## config.mk

```make
export PLATFORM = sky130hd
export DESIGN_NAME = mc_phase_sequencer
export DESIGN_NICKNAME = d
export VERILOG_FILES = /design/src/rtl/mc_phase_sequencer.sv
export SDC_FILE = /design/constraint.sdc
export NUM_CORES = 1
export LEC_CHECK = 0
export ABC_AREA = 1
export CAP_MARGIN = 0
export CELL_PAD_IN_SITES_DETAIL_PLACEMENT = 1
export CELL_PAD_IN_SITES_GLOBAL_PLACEMENT = 1
export CORE_UTILIZATION = 35
export CTS_BUF_LIST = sky130_fd_sc_hd__clkbuf_8
export CTS_CLUSTER_SIZE = 28
export DETAILED_ROUTE_END_ITERATION = 7
export GPL_TIMING_DRIVEN = 0
export PLACE_DENSITY = 0.86
export SLEW_MARGIN = 10
export SYNTH_ARGS = -nofsm -noshare
export SYNTH_HDL_FRONTEND = slang
export SYNTH_SLANG_ARGS = --single-unit
```

## constraint.sdc

```tcl
create_clock -name clk -period 1.55 [get_ports clk]
set_input_delay 0.31 -clock clk [delete_from_list [all_inputs] [get_ports clk]]
set_output_delay 0.31 -clock clk [all_outputs]
set_load 0.02 [all_outputs]
```

## src/rtl/mc_phase_sequencer.sv

```systemverilog
// Phase sequencer for the multi-cycle MIPS datapath: one-hot IF/ID/EX/MEM/WB phases with
// a per-opcode phase path chosen at decode, plus ALU function, retire count and halt.
module mc_phase_sequencer #(
    parameter int unsigned NPHASE = 5,
    parameter int unsigned CNTW   = 16
) (
    input  logic              clk,
    input  logic              clr,
    input  logic [5:0]        Op,
    input  logic [5:0]        IRFunc,
    input  logic              stall,
    output logic [NPHASE-1:0] P,
    output logic [5:0]        Func,
    output logic              instr_done,
    output logic              illegal,
    output logic              halted,
    output logic [CNTW-1:0]   retired
);

    typedef enum logic [2:0] {
        StIf   = 3'd0,
        StId   = 3'd1,
        StEx   = 3'd2,
        StMem  = 3'd3,
        StWb   = 3'd4,
        StHalt = 3'd5
    } state_e;

    state_e          state_q, state_d;
    logic            has_mem_q, has_mem_d;
    logic            has_wb_q, has_wb_d;
    logic [5:0]      func_q, func_d;
    logic            illegal_q, illegal_d;
    logic [CNTW-1:0] retired_q, retired_d;

    logic       dec_mem, dec_wb, dec_halt, dec_ill;
    logic [5:0] dec_func;

    always_comb begin
        dec_mem  = 1'b0;
        dec_wb   = 1'b0;
        dec_halt = 1'b0;
        dec_ill  = 1'b0;
        dec_func = 6'h00;
        case (Op)
            6'h00: begin dec_wb = 1'b1; dec_func = IRFunc; end
            6'h23: begin dec_mem = 1'b1; dec_wb = 1'b1; dec_func = 6'h20; end
            6'h2B: begin dec_mem = 1'b1; dec_func = 6'h20; end
            6'h08: begin dec_wb = 1'b1; dec_func = 6'h20; end
            6'h04: dec_func = 6'h22;
            6'h02: dec_func = 6'h00;
            6'h3F: dec_halt = 1'b1;
            default: dec_ill = 1'b1;
        endcase
    end

    // Last phase of the latched path: EX if neither MEM nor WB, MEM if no WB, else WB.
    always_comb begin
        instr_done = 1'b0;
        case (state_q)
            StEx:    instr_done = !has_mem_q && !has_wb_q;
            StMem:   instr_done = !has_wb_q;
            StWb:    instr_done = 1'b1;
            default: instr_done = 1'b0;
        endcase
    end

    always_comb begin
        state_d   = state_q;
        has_mem_d = has_mem_q;
        has_wb_d  = has_wb_q;
        func_d    = func_q;
        illegal_d = illegal_q;
        retired_d = retired_q;
        if (!stall) begin
            unique case (state_q)
                StIf: state_d = StId;
                StId: begin
                    state_d   = dec_halt ? StHalt : StEx;
                    has_mem_d = dec_mem;
                    has_wb_d  = dec_wb;
                    func_d    = dec_func;
                    illegal_d = dec_ill;
                end
                StEx:    state_d = has_mem_q ? StMem : (has_wb_q ? StWb : StIf);
                StMem:   state_d = has_wb_q ? StWb : StIf;
                StWb:    state_d = StIf;
                StHalt:  state_d = StHalt;
                default: state_d = StIf;
            endcase
            if (instr_done) begin
                retired_d = retired_q + CNTW'(1);
            end
        end
    end

    always_ff @(posedge clk or negedge clr) begin
        if (!clr) begin
            state_q   <= StIf;
            has_mem_q <= 1'b0;
            has_wb_q  <= 1'b0;
            func_q    <= 6'h00;
            illegal_q <= 1'b0;
            retired_q <= '0;
        end else begin
            state_q   <= state_d;
            has_mem_q <= has_mem_d;
            has_wb_q  <= has_wb_d;
            func_q    <= func_d;
            illegal_q <= illegal_d;
            retired_q <= retired_d;
        end
    end

    always_comb begin
        P = '0;
        case (state_q)
            StIf:    P[0] = 1'b1;
            StId:    P[1] = 1'b1;
            StEx:    P[2] = 1'b1;
            StMem:   P[3] = 1'b1;
            StWb:    P[4] = 1'b1;
            default: P = '0;
        endcase
    end

    assign Func    = func_q;
    assign illegal = illegal_q;
    assign halted  = (state_q == StHalt);
    assign retired = retired_q;

endmodule

```

==> qor_table.md <==
| Item | Value |
|---|---|
| Final count of hold timing violations | 0 |
| Util after Layout | 0.510 |
| Synthesis-to-layout area growth | 36.2% |
| Detailed-route wire length per cell | 13.2 um |
| Initial cell density of the core | 0.374 |
| Cell Count Post-Placement | 321 |
| Antenna Violating Nets Remaining | 0 |
| Placeable Area | 4470 sq um |
| Post-route DRC | 0 |
| Leading cell types by total area after synthesis | sky130_fd_sc_hd__dfrtp_1, sky130_fd_sc_hd__nand2_1, sky130_fd_sc_hd__nor2_1 |
| Number of standard cells after synthesis | 225 |
| Crit path setup slack, layout | 11.4 ps |
| Total power draw | 0.00312 W |
| Clock buffers created by TritonCTS | 3 |
| Category of the most critical setup path | reg2out |
| Total power density per cell area | 1370 nW/um^2 |
| Proportion of netlist area held by the largest area contributor | 0.419 |
| Post-synthesis sequential element count | 28 |
| Setup-failing EPs final | 0 |
| Total number of nets in the final design | 297 |
| Yosys Warn Count | 0 |
| Design Area, Final | 2280 sq um |
| Maximum capacitance violations | 0 |
| Hold-fix buffers at CTS | 0 |
| Number of global-route vias before repair | 1624 |
| Antenna Cells | 0 |
| Largest delay share family, worst path | flip-flops |
| Final HPWL from detailed placement | 3.30 mm |
| Unrepaired setup endpoints after global routing | true |
| CP most frequent cell | sky130_fd_sc_hd__nand2_4 |
| Worst Tran Pin Value | 630 ps |
| Initial antenna violation count | 0 |
| Vias per Instance | 4.92 |
| Pre-CTS setup slack | -211 ps |
| Worst setup EP type | output port |
| Wire length of the first global-routing pass | 7.49 mm |
| Number of library cell types mapped by synthesis | 27 |
| Placed Instance Area | 2170 sq um |
| Routed wire length | 4.39 mm |
| Delay of the slowest critical-path stage | 470 ps |
| # rows | 24 |
| Sequential fraction of the synthesis area | 0.419 |
| Total clock sinks | 28 |
| Clock latency at the later pin of the worst-skew pair | 280 ps |
| Mean post-synth cell area | 7.44 sq um |
| Post-route insts no fill | 332 |
| Startpoint class of the critical path | flop |
| Tightest Hold Check Type | in2async |
| Clock tree from TritonCTS | built |
| Peak supply drop | 0.475 mV |
| Required time at the endpoint of the critical path | 1240 ps |
| Slew headroom | 0.580 |
| Fraction of layout cells with a size suffix above 1 | 0.164 |
| Fin crit share | 0.993 |
| Die span in y | 71.2 um |
| Number of nets in the synthesized netlist | 241 |
| Overflow left after global routing | 0 |
| Number of I/O pins | 45 |
| Critical Path Slowest Stage Cell | sky130_fd_sc_hd__dfrtp_2 |
| Critical path data arrival time | 1230 ps |
| Number of port buffers | 44 |
| Outcome | completed |
| Iteration count of the initial detailed-routing pass | 6 |
| Top cell type by total area after synthesis | sky130_fd_sc_hd__dfrtp_1 |
| Area of the die | 5060 sq um |
| Count of H-tree levels built during CTS | 1 |
| Top fanout value on the critical path | 4 |
| Maximum number of pins on one net before global-route repair | 29 |
| Clock transition time at the flip-flop clock pins of the worst setup and hold paths | 100 ps |
| Ordered cell list for the critical path | inv_2 > nand2_4 > nand3_2 > nand2_4 > buf_4 |
| Leakage power figure | 1.11 nW |
| Maximum clock rate | 650 MHz |
| Shortest period the worst path allows | 1540 ps |
| Aggregate global-route resource usage | 0.185 |
| Cell area after synthesis | 1670 sq um |
| Max clock buf depth | 2 |
| Weighted congestion reported at the end of routability-driven placement | 0.851 |
| Detailed Route Iter0 Violations | 68 |
| Critical path buffer and inverter count | 2 |
| Setup Skew | 8.83 ps |
| Via count | 1635 |
| Clock root buffer | sky130_fd_sc_hd__clkbuf_8 |
| Final max-slew violation count | 0 |
| Die width | 71.2 um |
| Number of fillers in the final layout | 575 |
cells in the final DEF, fill, tap and decap left out, types with 6 or more instances in the layout:
master | netlist | routed
sky130_fd_sc_hd__nand2_1 | 74 | 72
sky130_fd_sc_hd__nor2_1 | 30 | 27
sky130_fd_sc_hd__dfrtp_1 | 28 | 25
sky130_fd_sc_hd__dlygate4sd2_1 | 0 | 23
sky130_fd_sc_hd__inv_1 | 23 | 21
sky130_fd_sc_hd__nand3_1 | 15 | 15
sky130_fd_sc_hd__clkdlybuf4s50_1 | 0 | 13
sky130_fd_sc_hd__o21ai_0 | 12 | 12
sky130_fd_sc_hd__buf_4 | 0 | 8
sky130_fd_sc_hd__nand4_1 | 6 | 6
cell type report:
cell class | instances | area, sq um | area share
Clock buffer | 4 | 55.1 | 0.0241
Sequential cell | 28 | 704 | 0.309
Tap cell | 52 | 65.1 | 0.0285
Buffer | 3 | 42.5 | 0.0187
Inverter | 25 | 101 | 0.0445
Multi-Input combinational cell | 169 | 872 | 0.383
Timing Repair Buffer | 51 | 439 | 0.193
flip-flops by register name, indices dropped and copies added (netlist names):
signal     flops
illegal        1
retired       16
Func           6
state_q        3
has_mem_q      1
has_wb_q       1
power by group:
part           internal (W)  switching, W
sequential         0.000900      0.000190
combinational      0.000626      0.000942
clock              0.000228      0.000237
total               0.00175       0.00137
synthesized netlist by cell type:
library cell,instances
sky130_fd_sc_hd__nand2_1,74
sky130_fd_sc_hd__nor2_1,30
sky130_fd_sc_hd__dfrtp_1,28
sky130_fd_sc_hd__inv_1,23
sky130_fd_sc_hd__nand3_1,15
sky130_fd_sc_hd__o21ai_0,12
sky130_fd_sc_hd__nand4_1,6
sky130_fd_sc_hd__a22o_1,4
sky130_fd_sc_hd__nor2_2,4
sky130_fd_sc_hd__xnor2_1,3
sky130_fd_sc_hd__xor2_1,3
sky130_fd_sc_hd__buf_6,2
sky130_fd_sc_hd__nand2_2,2
sky130_fd_sc_hd__nand3_2,2
sky130_fd_sc_hd__nand3b_1,2
sky130_fd_sc_hd__nor3_1,2
sky130_fd_sc_hd__o211ai_1,2
sky130_fd_sc_hd__o21ai_1,2
sky130_fd_sc_hd__a21oi_1,1
sky130_fd_sc_hd__buf_12,1
sky130_fd_sc_hd__ha_1,1
sky130_fd_sc_hd__inv_2,1
sky130_fd_sc_hd__inv_8,1
sky130_fd_sc_hd__nand2_4,1
sky130_fd_sc_hd__nand2_8,1
sky130_fd_sc_hd__nand3b_2,1
sky130_fd_sc_hd__nor2_4,1
kinds of logic after synthesis:
| family | count (synthesis) | share of synthesized area |
|---|---|---|
| AND/OR/NAND/NOR | 141 | 0.382 |
| adder cells (fa/ha/maj) | 1 | 0.00747 |
| AO/OA/AOI/OAI | 21 | 0.0747 |
| XOR/XNOR | 6 | 0.0314 |
| flip-flops | 28 | 0.419 |
| buffers and inverters | 28 | 0.0859 |
metal layers:
metal,vias up,track usage,wire [um]
met2,27,0.319,2150
met4,0,0.0489,34
met1,779,0.241,2090
met3,4,0.0299,116
li1,825,-,-
met5,-,0,0
path summary, 6_finish.rpt:
path	start	slack (ps)	endpoint	cells past startpoint
max	state_q[0]$_DFFE_PN0N_	10	instr_done	5
min	clr	30	retired[15]$_DFFE_PN0P_	1
max reg2reg	retired[1]$_DFFE_PN0P_	90	retired[10]$_DFFE_PN0P_	8
min reg2reg	illegal$_DFFE_PN0P_	490	illegal$_DFFE_PN0P_	2
max in group asynchronous	clr	1060	state_q[1]$_DFFE_PN0N_	1
min in group clk	illegal$_DFFE_PN0P_	490	illegal$_DFFE_PN0P_	2
timing repair:
action | 4_1_cts | 5_1_grt
buffers inserted | 1 | 6
pin swaps | 1 | 3
gates cloned | 0 | 0
resized for setup | 58 | 14
endpoints found under the setup margin | 31 | 12
per-stage QoR:
stage	TNS, ps	hold WS, ps
after floorplan	0	14.4
after global placement	-11380	471
after CTS	-48.4	63.5
after detailed placement	-1970	378
after global routing	-72.8	96.4
final	0	30.9
Note: power is estimated with default switching activity, not from simulation.
